## config.mk

```make
export PLATFORM = sky130hd
export DESIGN_NAME = cfs_md_rx_arbiter
export DESIGN_NICKNAME = d
export VERILOG_FILES = /design/src/rtl/cfs_md_rx_arbiter_pkg.sv /design/src/rtl/cfs_rr_picker.sv /design/src/rtl/cfs_md_rx_arbiter.sv
export SDC_FILE = /design/constraint.sdc
export NUM_CORES = 1
export LEC_CHECK = 0
export BUFFER_PORTS_ARGS = -buffer_cell sky130_fd_sc_hd__buf_2
export CAP_MARGIN = 20
export CORE_MARGIN = 2
export CORE_UTILIZATION = 34
export CTS_CLUSTER_SIZE = 28
export DETAILED_ROUTE_END_ITERATION = 6
export PLACE_DENSITY = 0.79
export SLEW_MARGIN = 30
export SYNTH_ARGS = -nofsm -noshare
export SYNTH_HDL_FRONTEND = slang
export SYNTH_SLANG_ARGS = --single-unit
export TNS_END_PERCENT = 10
```

## constraint.sdc

```tcl
create_clock -name clk -period 2.05 [get_ports clk]
set_input_delay 0.5125 -clock clk [delete_from_list [all_inputs] [get_ports clk]]
set_output_delay 0.5125 -clock clk [all_outputs]
set_load 0.01 [all_outputs]
```

## src/rtl/cfs_md_rx_arbiter_pkg.sv

```systemverilog
// Shared types and helpers for the MD RX round-robin arbiter.
// next_rr() is sized for up to MAX_REQ requesters; callers zero-extend narrower vectors.
package cfs_md_rx_arbiter_pkg;

  localparam int MAX_REQ  = 16;
  localparam int RR_IDX_W = 4;
  localparam int BURST_W  = 8;

  typedef enum logic {
    IDLE  = 1'b0,
    GRANT = 1'b1
  } arb_state_t;

  function automatic int offset_width(input int data_width);
    return (data_width <= 8) ? 1 : $clog2(data_width / 8);
  endfunction

  function automatic int size_width(input int data_width);
    return $clog2(data_width / 8) + 1;
  endfunction

  // First valid index strictly after last_idx, wrapping modulo num_req.
  // Returns last_idx when it is the only valid entry, or when nothing is valid.
  function automatic logic [RR_IDX_W-1:0] next_rr(input logic [MAX_REQ-1:0]  valid_vec,
                                                  input logic [RR_IDX_W-1:0] last_idx,
                                                  input int                  num_req);
    logic [RR_IDX_W-1:0] win;
    logic                found;
    int                  cand;
    win   = last_idx;
    found = 1'b0;
    for (int k = 1; k <= MAX_REQ; k++) begin
      if (k <= num_req && !found) begin
        cand = int'(last_idx) + k;
        if (cand >= num_req) cand = cand - num_req;
        if (valid_vec[cand]) begin
          win   = RR_IDX_W'(cand);
          found = 1'b1;
        end
      end
    end
    return win;
  endfunction

endpackage

```

## src/rtl/cfs_rr_picker.sv

```systemverilog
// Combinational round-robin priority picker: first valid index after last_idx, with wrap.
// Only meaningful when any_valid is 1; zero latency, no state.
module cfs_rr_picker
  import cfs_md_rx_arbiter_pkg::*;
#(
  parameter  int NUM_REQ = 4,
  localparam int IDX_W   = $clog2(NUM_REQ)
) (
  input  logic [NUM_REQ-1:0] valid_vec,
  input  logic [IDX_W-1:0]   last_idx,
  output logic               any_valid,
  output logic [IDX_W-1:0]   pick_idx
);

  logic [MAX_REQ-1:0]  vec_ext;
  logic [RR_IDX_W-1:0] last_ext;
  logic [RR_IDX_W-1:0] win;

  assign vec_ext   = MAX_REQ'(valid_vec);
  assign last_ext  = RR_IDX_W'(last_idx);
  assign win       = next_rr(vec_ext, last_ext, NUM_REQ);
  assign pick_idx  = IDX_W'(win);
  assign any_valid = |valid_vec;

endmodule

```

## src/rtl/cfs_md_rx_arbiter.sv

```systemverilog
// Round-robin arbiter sharing the aligner MD RX port among NUM_REQ requesters, 1-cycle arbitration,
// grant held through the handshake and up to MAX_BURST transfers. CFS_MD_RX_ARB_CNT_EN adds per-requester transfer counters.
module cfs_md_rx_arbiter
  import cfs_md_rx_arbiter_pkg::*;
#(
  parameter  int NUM_REQ           = 4,
  parameter  int ALGN_DATA_WIDTH   = 32,
  parameter  int MAX_BURST         = 4,
  localparam int ALGN_OFFSET_WIDTH = offset_width(ALGN_DATA_WIDTH),
  localparam int ALGN_SIZE_WIDTH   = size_width(ALGN_DATA_WIDTH),
  localparam int GNT_WIDTH         = $clog2(NUM_REQ)
) (
  input  logic                                   clk,
  input  logic                                   reset,
`ifdef CFS_MD_RX_ARB_CNT_EN
  input  logic                                   cnt_clr,
  output logic [NUM_REQ*16-1:0]                  xfer_cnt,
`endif
  input  logic [NUM_REQ-1:0]                     req_valid,
  input  logic [NUM_REQ*ALGN_DATA_WIDTH-1:0]     req_data,
  input  logic [NUM_REQ*ALGN_OFFSET_WIDTH-1:0]   req_offset,
  input  logic [NUM_REQ*ALGN_SIZE_WIDTH-1:0]     req_size,
  output logic [NUM_REQ-1:0]                     req_ready,
  output logic [NUM_REQ-1:0]                     req_err,
  output logic                                   md_rx_valid,
  output logic [ALGN_DATA_WIDTH-1:0]             md_rx_data,
  output logic [ALGN_OFFSET_WIDTH-1:0]           md_rx_offset,
  output logic [ALGN_SIZE_WIDTH-1:0]             md_rx_size,
  input  logic                                   md_rx_ready,
  input  logic                                   md_rx_err,
  output logic [GNT_WIDTH-1:0]                   gnt_idx,
  output logic                                   busy
);

  arb_state_t           state, state_nxt;
  logic [GNT_WIDTH-1:0] gnt_nxt;
  logic [BURST_W-1:0]   burst_cnt, burst_nxt, burst_inc;
  logic                 pick_vld;
  logic [GNT_WIDTH-1:0] pick_idx;
  logic                 in_grant;
  logic                 cur_valid;
  logic                 fire;
  logic                 burst_more;

  logic [ALGN_DATA_WIDTH-1:0]   data_arr   [NUM_REQ];
  logic [ALGN_OFFSET_WIDTH-1:0] offset_arr [NUM_REQ];
  logic [ALGN_SIZE_WIDTH-1:0]   size_arr   [NUM_REQ];

  for (genvar i = 0; i < NUM_REQ; i++) begin : g_slice
    assign data_arr[i]   = req_data[i*ALGN_DATA_WIDTH +: ALGN_DATA_WIDTH];
    assign offset_arr[i] = req_offset[i*ALGN_OFFSET_WIDTH +: ALGN_OFFSET_WIDTH];
    assign size_arr[i]   = req_size[i*ALGN_SIZE_WIDTH +: ALGN_SIZE_WIDTH];
  end

  cfs_rr_picker #(
    .NUM_REQ (NUM_REQ)
  ) u_picker (
    .valid_vec (req_valid),
    .last_idx  (gnt_idx),
    .any_valid (pick_vld),
    .pick_idx  (pick_idx)
  );

  // Reset gates the outputs in the cycle it is sampled, so the aligner sees valid withdrawn at once.
  assign in_grant   = (state == GRANT) && !reset;
  assign cur_valid  = req_valid[gnt_idx];
  assign fire       = in_grant && cur_valid && md_rx_ready;
  assign burst_inc  = (burst_cnt == {BURST_W{1'b1}}) ? burst_cnt : burst_cnt + 1'b1;
  assign burst_more = (int'(burst_cnt) + 1) < MAX_BURST;
  assign busy       = (state == GRANT);

  always_ff @(posedge clk) begin
    if (reset) begin
      state     <= IDLE;
      gnt_idx   <= GNT_WIDTH'(NUM_REQ - 1);
      burst_cnt <= '0;
    end else begin
      state     <= state_nxt;
      gnt_idx   <= gnt_nxt;
      burst_cnt <= burst_nxt;
    end
  end

  always_comb begin
    state_nxt = state;
    gnt_nxt   = gnt_idx;
    burst_nxt = burst_cnt;
    case (state)
      IDLE: begin
        if (pick_vld) begin
          gnt_nxt   = pick_idx;
          burst_nxt = '0;
          state_nxt = GRANT;
        end
      end
      GRANT: begin
        // A requester withdrawing valid ends its grant without counting a transfer.
        if (!cur_valid) begin
          state_nxt = IDLE;
        end else if (md_rx_ready) begin
          burst_nxt = burst_inc;
          if (!burst_more) state_nxt = IDLE;
        end
      end
      default: state_nxt = IDLE;
    endcase
  end

  always_comb begin
    md_rx_valid  = in_grant && cur_valid;
    md_rx_data   = '0;
    md_rx_offset = '0;
    md_rx_size   = '0;
    req_ready    = '0;
    req_err      = '0;
    if (in_grant) begin
      md_rx_data   = data_arr[gnt_idx];
      md_rx_offset = offset_arr[gnt_idx];
      md_rx_size   = size_arr[gnt_idx];
    end
    for (int i = 0; i < NUM_REQ; i++) begin
      if (in_grant && (gnt_idx == GNT_WIDTH'(i))) begin
        req_ready[i] = md_rx_ready;
        req_err[i]   = md_rx_err;
      end
    end
  end

`ifdef CFS_MD_RX_ARB_CNT_EN
  logic cnt_inc;
  assign cnt_inc = fire || (md_rx_valid && md_rx_err);

  for (genvar i = 0; i < NUM_REQ; i++) begin : g_cnt
    logic [15:0] cnt_q;
    always_ff @(posedge clk) begin
      if (reset || cnt_clr) begin
        cnt_q <= '0;
      end else if (cnt_inc && (gnt_idx == GNT_WIDTH'(i))) begin
        cnt_q <= cnt_q + 16'd1;
      end
    end
    assign xfer_cnt[i*16 +: 16] = cnt_q;
  end
`endif

endmodule

```

Yosys cells after proc, flatten, opt, wreduce, memory -nomap -nowiden --
Index checks and enable logic that the tools add are counted.
Word-level totals: register bits 11, logic and storage cells 108, input bits 156, output and inout bits 49
Cells by class: muxes and demuxes 63, add/sub/neg operators 10, magnitude comparators 11, equal/unequal tests 8, bitwise operators 2, reductions and logical operators 11
Operators with widths (count):
- $mux 32 | 10
- $ge 32x4->1 const B | 4
- $lt 32x6->1 const B | 4
- $sub 32x4->32 const B | 4
- $bmux 32 s2 | 1
- $mux 8 | 4
- $mux 1 | 26
- $mux 2 | 10
- $bmux 1 s4 | 4
- $pmux 8 s2 | 1
- $add 8x1->9 const B | 1
- $lt 9x3->1 const B | 1
- $mux 3 | 3
- $add 8x1->8 const B | 1
- $eq 8x8->1 const B | 1
- $add 2x2->3 const B | 2
- $bmux 3 s2 | 1
- $logic_and 1x1->1 | 6
- $ne 2x2->1 const B | 3
- $add 2x3->4 const B | 1
- $bmux 2 s2 | 1
- $eq 2x2->1 const B | 2
- $reduce_and 4->1 | 1
- $reduce_or 4->1 | 1
- other kinds (12) | 12

Logic depth before layout (Yosys ltp) --
depth after elaboration 25, mapped depth 10, gate-level depth less buffers 7

By module --
From an unflattened synthesis, not the netlist that was laid out.
Second synthesis, totals: cells, all modules 210, area, all modules 2115.8 um2
Modules (own cells, without submodules):
- cfs_md_rx_arbiter | area an instance 1883.1 um2, cells an instance 184, seq. area each 220.2 um2, instances 1
- cfs_rr_picker | area an instance 232.7 um2, cells an instance 26, seq. area each 0.0 um2, instances 1

Least setup slack after synthesis --
Ideal clock, no wire load.
path kind reg2reg, start point reg gnt_idx[0], end point reg gnt_idx[0], arrival 2.223 ns, clock period less this slack 2.295 ns, path buffers 3, library setup time 0.072 ns, stages on the path, launching flop included 11, setup slack -0.245 ns, required time 1.978 ns, path through dfxtp_1 buf_2 buf_4 buf_6 inv_1 ha_1 a21bo_2 o2bb2ai_1 nand3_1 a31oi_1 mux2i_1
Between the ends: longest elaborated chain between the ends 13, elaborated cells between the ends (all ways) 43, classes of those cells add/sub: 8; order compare: 4; mux: 31
Ends and longest elaborated chain:
- start, declared | line cfs_md_rx_arbiter.sv:31 | output logic [GNT_WIDTH-1:0] gnt_idx,
- start signal, assigned | line cfs_md_rx_arbiter.sv:75 | gnt_idx <= GNT_WIDTH'(NUM_REQ - 1);
- start signal, assigned | line cfs_md_rx_arbiter.sv:79 | gnt_idx <= gnt_nxt;
- $add 2x1->3 / $add 2x2->3 (equally long branches) | line cfs_md_rx_arbiter_pkg.sv:34 | cand = int'(last_idx) + k;
- $sub 32x4->32 / $ge 32x4->1 (equally long branches) | line cfs_md_rx_arbiter_pkg.sv:35 | if (cand >= num_req) cand = cand - num_req;
- $mux 32 | line cfs_md_rx_arbiter_pkg.sv:35
- $bmux 1 s4 / $mux 32 (equally long branches) | line cfs_md_rx_arbiter_pkg.sv:36, cfs_md_rx_arbiter_pkg.sv:33
- $mux 1 (not written as such) / $bmux 1 s4 (equally long branches) | line cfs_md_rx_arbiter_pkg.sv:36 | if (valid_vec[cand]) begin
- $mux 1 (not written as such) | line cfs_md_rx_arbiter_pkg.sv:36
- $mux 2 / $mux 1 (equally long branches) | line cfs_md_rx_arbiter_pkg.sv:36
- $mux 2 | line cfs_md_rx_arbiter_pkg.sv:36
- $mux 2 | line cfs_md_rx_arbiter_pkg.sv:33 | if (k <= num_req && !found) begin
- $mux 2 | line cfs_md_rx_arbiter_pkg.sv:36
- $mux 2 | line cfs_md_rx_arbiter_pkg.sv:33
- $mux 2 | line cfs_md_rx_arbiter_pkg.sv:36
- $mux 2 (*) | line cfs_md_rx_arbiter_pkg.sv:33
Every way passes the cells marked *; elsewhere a longest branch is shown, timed or not. The select of a mux whose other input is x is not followed. A chain may end at the register's enable or synchronous reset.

Worst setup path in the final report --
start point reg gnt_idx[0], end point out md_rx_data[7]
Between the ends: longest elaborated chain between the ends 5
Ends and longest elaborated chain:
- $not 2->3 (not written as such) | line cfs_md_rx_arbiter.sv:117 | md_rx_data = data_arr[gnt_idx];
- $bmux 32 s2 | line cfs_md_rx_arbiter.sv:117
- $mux 32 (not written as such) (2 in series) | line cfs_md_rx_arbiter.sv:117
- $mux 32 | line cfs_md_rx_arbiter.sv:116 | if (in_grant) begin
- end, declared | line cfs_md_rx_arbiter.sv:26 | output logic [ALGN_DATA_WIDTH-1:0] md_rx_data,
Every way passes these cells. The select of a mux whose other input is x is not followed.

==> summary.md <==
| Metric | Value |
|---|---|
| Sink Count | `11` |
| Vias per cell | `5.67` |
| Seq/Total Area, Yosys | `approximately a tenth` |
| Fmax | `approximately 450 MHz` |
| Root Driver | `clkbuf_8` |
| Netlist cell types | `42` |
| Post-CTS Hold Buffers | `0` |
| DRT iter0 DRCs | `between 100 and 150` |
| # DRC | `0` |
| Outcome | `finished, violations left` |
| VDD IR max | `~0.00057 V` |
| Antenna violations before repair | `4` |
| Kind of critical path | `reg -> out` |
| Leak | `just under 2 nW` |
| Worst Setup SP | `gnt_idx[0]$_SDFFE_PP1P_` |
| Num CTS Buffers | `3` |
| Clock Latency Late Sink | `between 200 and 300 ps` |
| # nets final | `about 580` |
| Reg-to-Reg Start | `gnt_idx[0]$_SDFFE_PP1P_` |
| Area of placed instances | `3270 um2` |
| MaxCap Viol Count | `0` |
| Violated checks | `negative setup slack` |
| CTS Buffer Depth | `2` |
| Top cells by area, synth | `mux4_2 (40%), and3_1 (14%), dfxtp_1 (10%)` |
| Share of cells above drive strength 1 | `a little over two thirds` |
| Post-Synthesis Cells | `roughly 210` |
| Max FO, Critical Path | `6` |
| Layout area overhead | `74.8%` |
| Clock Skew | `about 1.2 ps` |
| PwrDens | `approximately 800 nW/um2` |
| Power, Total | `between 2 and 3 mW` |
| Vias in the first global route | `around 2,800` |
| PnR worst setup slack | `-186 ps` |
| Die ar. | `between 6000 and 7000 um2` |
| Total GRT Usage | `24.9%` |
| Top-area cell type share of the netlist area | `40.3%` |
| Detailed Route WL | `approximately 9.1 mm` |
| CP arrival | `1720 ps` |
| Pre-Repair DR Iteration Count | `4` |
| Rel. slew slack | `73.7%` |
| Slew Viols, Final | `0` |
| Most common cell after layout, fill and taps aside | `buf_2` |
| CP startpoint kind | `flip-flop` |
| Grt ovf | `0` |
| Syn. warnings | `0` |
| Io pins | `slightly above 200` |
| Slew @ Worst Pin | `between 300 and 400 ps` |
| Design area | `roughly 3700 um2` |
| Layout filler cell count | `about 500` |
| Die Ht | `approximately 83 um` |
| Total number of vias | `~2,800` |
| Wire per inst | `18.4 um` |
| Most frequent cells in the layout | `buf_2 (188), mux4_2 (38), and3_1 (31)` |
| Hold Crit Class | `reg -> reg` |
| Crit share post-route | `109%` |
| Finish-stage setup viols | `37` |
| H-tree Lvls | `1` |
| Area of the mapped netlist | `between 2000 and 2500 um2` |
| Core ar. | `between 5000 and 6000 um2` |
| Final ANT Viol Nets | `0` |
| First-pass GRT wire length | `14.2 mm` |
| RD Place Congestion | `0.929` |
| Clk slew on worst S/H paths | `~50 ps` |
| Post-synthesis register bit count | `11` |
| Syn avg cell area | `approximately 10 um2` |
| Number of I/O port buffers | `between 200 and 250` |
| Crit path time final | `about 2200 ps` |
| CP endpoint kind | `output port` |
| HPWL Detailed | `about 7.0 mm` |
| Cell accounting for the most synthesized area | `mux4_2` |
| Critical path data required time | `about 1500 ps` |
| Largest net degree at the start of global routing | `41` |
| Final Hold Viols | `0` |
| Num rows | `28` |
| R2R depth | `8` |
| Worst Min Path Start | `burst_cnt[1]$_SDFFE_PP0P_` |
| Initial Util | `about 35%` |
| RSZ-0062 raised after global routing | `true` |
| Hold depth | `2` |
| Syn_nets | `around 370` |
| Die Width | `around 83 um` |
| CTS tree | `built` |
logic make-up (layout without fill, tap and decap cells):
kind of cell	after synthesis	after routing	share of synthesized area, %
multiplexers	45	45	43.7
AO/OA/AOI/OAI	33	33	11.9
buffers and inverters	30	237	6.49
AND/OR/NAND/NOR	86	86	23.5
adder cells (fa/ha/maj)	6	6	3.54
flip-flops	11	11	10.4
XOR/XNOR	1	1	0.413
other	0	1	0
per-layer routing:
layer | up-vias | routed length [um] | track usage [%] | part of all wire (%)
li1 | 1277 | - | - | -
met5 | - | 41 | 0 | 0.45
met1 | 1321 | 3370 | 29.0 | 37
met3 | 29 | 829 | 7.85 | 9.1
met4 | 6 | 219 | 8.05 | 2.4
met2 | 174 | 4630 | 43.4 | 51
stage by stage:
step / setup slack (ps) / TNS (ps) / util (%) / hold WS [ps] / instances
final: -186 / -5210 / 61.9 / 523 / 495
after global routing: -224 / -6790 / 61.9 / 564 / 494
after CTS: -183 / -5230 / 59.2 / 525 / 493
after detailed placement: 48.0 / 0 / 54.5 / 518 / 482
after global placement: 76.9 / 0 / 54.5 / 504 / 482
after floorplan: -12.8 / -267 / - / 486 / 212
final cells by class:
cell class | count | area, um2 | area share [%]
Multi-Input combinational cell | 171 | 1860 | 50.2
Timing Repair Buffer | 225 | 1450 | 39.0
Sequential cell | 11 | 228 | 6.14
Tap cell | 75 | 93.8 | 2.53
Clock buffer | 4 | 45.0 | 1.21
Inverter | 8 | 30.0 | 0.810
Antenna cell | 1 | 2.50 | 0.0675
path summary, 6_finish.rpt:
check	endpoint	slack, ps
max	md_rx_data[7]	-190
min	burst_cnt[1]$_SDFFE_PP0P_	520
max reg2reg	gnt_idx[0]$_SDFFE_PP1P_	130
min reg2reg	burst_cnt[1]$_SDFFE_PP0P_	520
synth_stat cells:
| cell type | count |
|---|---|
| and3_1 | 47 |
| nand3_1 | 10 |
| a21bo_2 | 1 |
| mux2i_1 | 5 |
| nand3b_1 | 1 |
| nor2_1 | 7 |
| o2111ai_2 | 1 |
| o22ai_1 | 1 |
| xor2_1 | 1 |
| inv_1 | 8 |
| o41ai_1 | 1 |
| nand4_1 | 2 |
| a31oi_1 | 4 |
| o31ai_1 | 2 |
| o41ai_2 | 1 |
| and2_1 | 2 |
| dfxtp_1 | 11 |
| clkbuf_2 | 1 |
| nor3b_1 | 1 |
| nor2b_1 | 1 |
| a21oi_1 | 5 |
| nand2_1 | 7 |
| o41a_1 | 1 |
| or3_1 | 4 |
| and3_4 | 1 |
| buf_6 | 2 |
| o221ai_1 | 1 |
| buf_2 | 4 |
| buf_4 | 1 |
| o211ai_4 | 1 |
| nand2b_1 | 2 |
| o21ai_0 | 3 |
| ha_1 | 6 |
| clkbuf_1 | 14 |
| o21ai_1 | 4 |
| o2bb2ai_1 | 2 |
| o211ai_1 | 2 |
| a21o_1 | 1 |
| a211oi_1 | 2 |
| or4_1 | 1 |
| mux2_2 | 2 |
| mux4_2 | 38 |
critical path, stage by stage (launching register included):
cell	delay (ps)
dfxtp_4	370
buf_12	140
clkbuf_16	160
mux4_2	490
and3_4	200
buf_6	110
sequential cells by signal (all words and copies together), names as in the netlist:
name	cells
burst_cnt	8
gnt_idx	2
busy	1
repair_timing:
action	in CTS	in global routing
pin swaps	25	3
cloned	3	2
endpoints found under the setup margin	38	46
setup buffers	4	0
gates resized for setup	21	26
where the power goes:
part           switching, mW  internal (mW)  total [mW]
sequential            0.0516          0.250       0.301
clock                 0.0920          0.137       0.229
combinational           1.03           1.40        2.43
total                   1.17           1.79        2.96
Note: power is estimated with default switching activity, not from simulation.
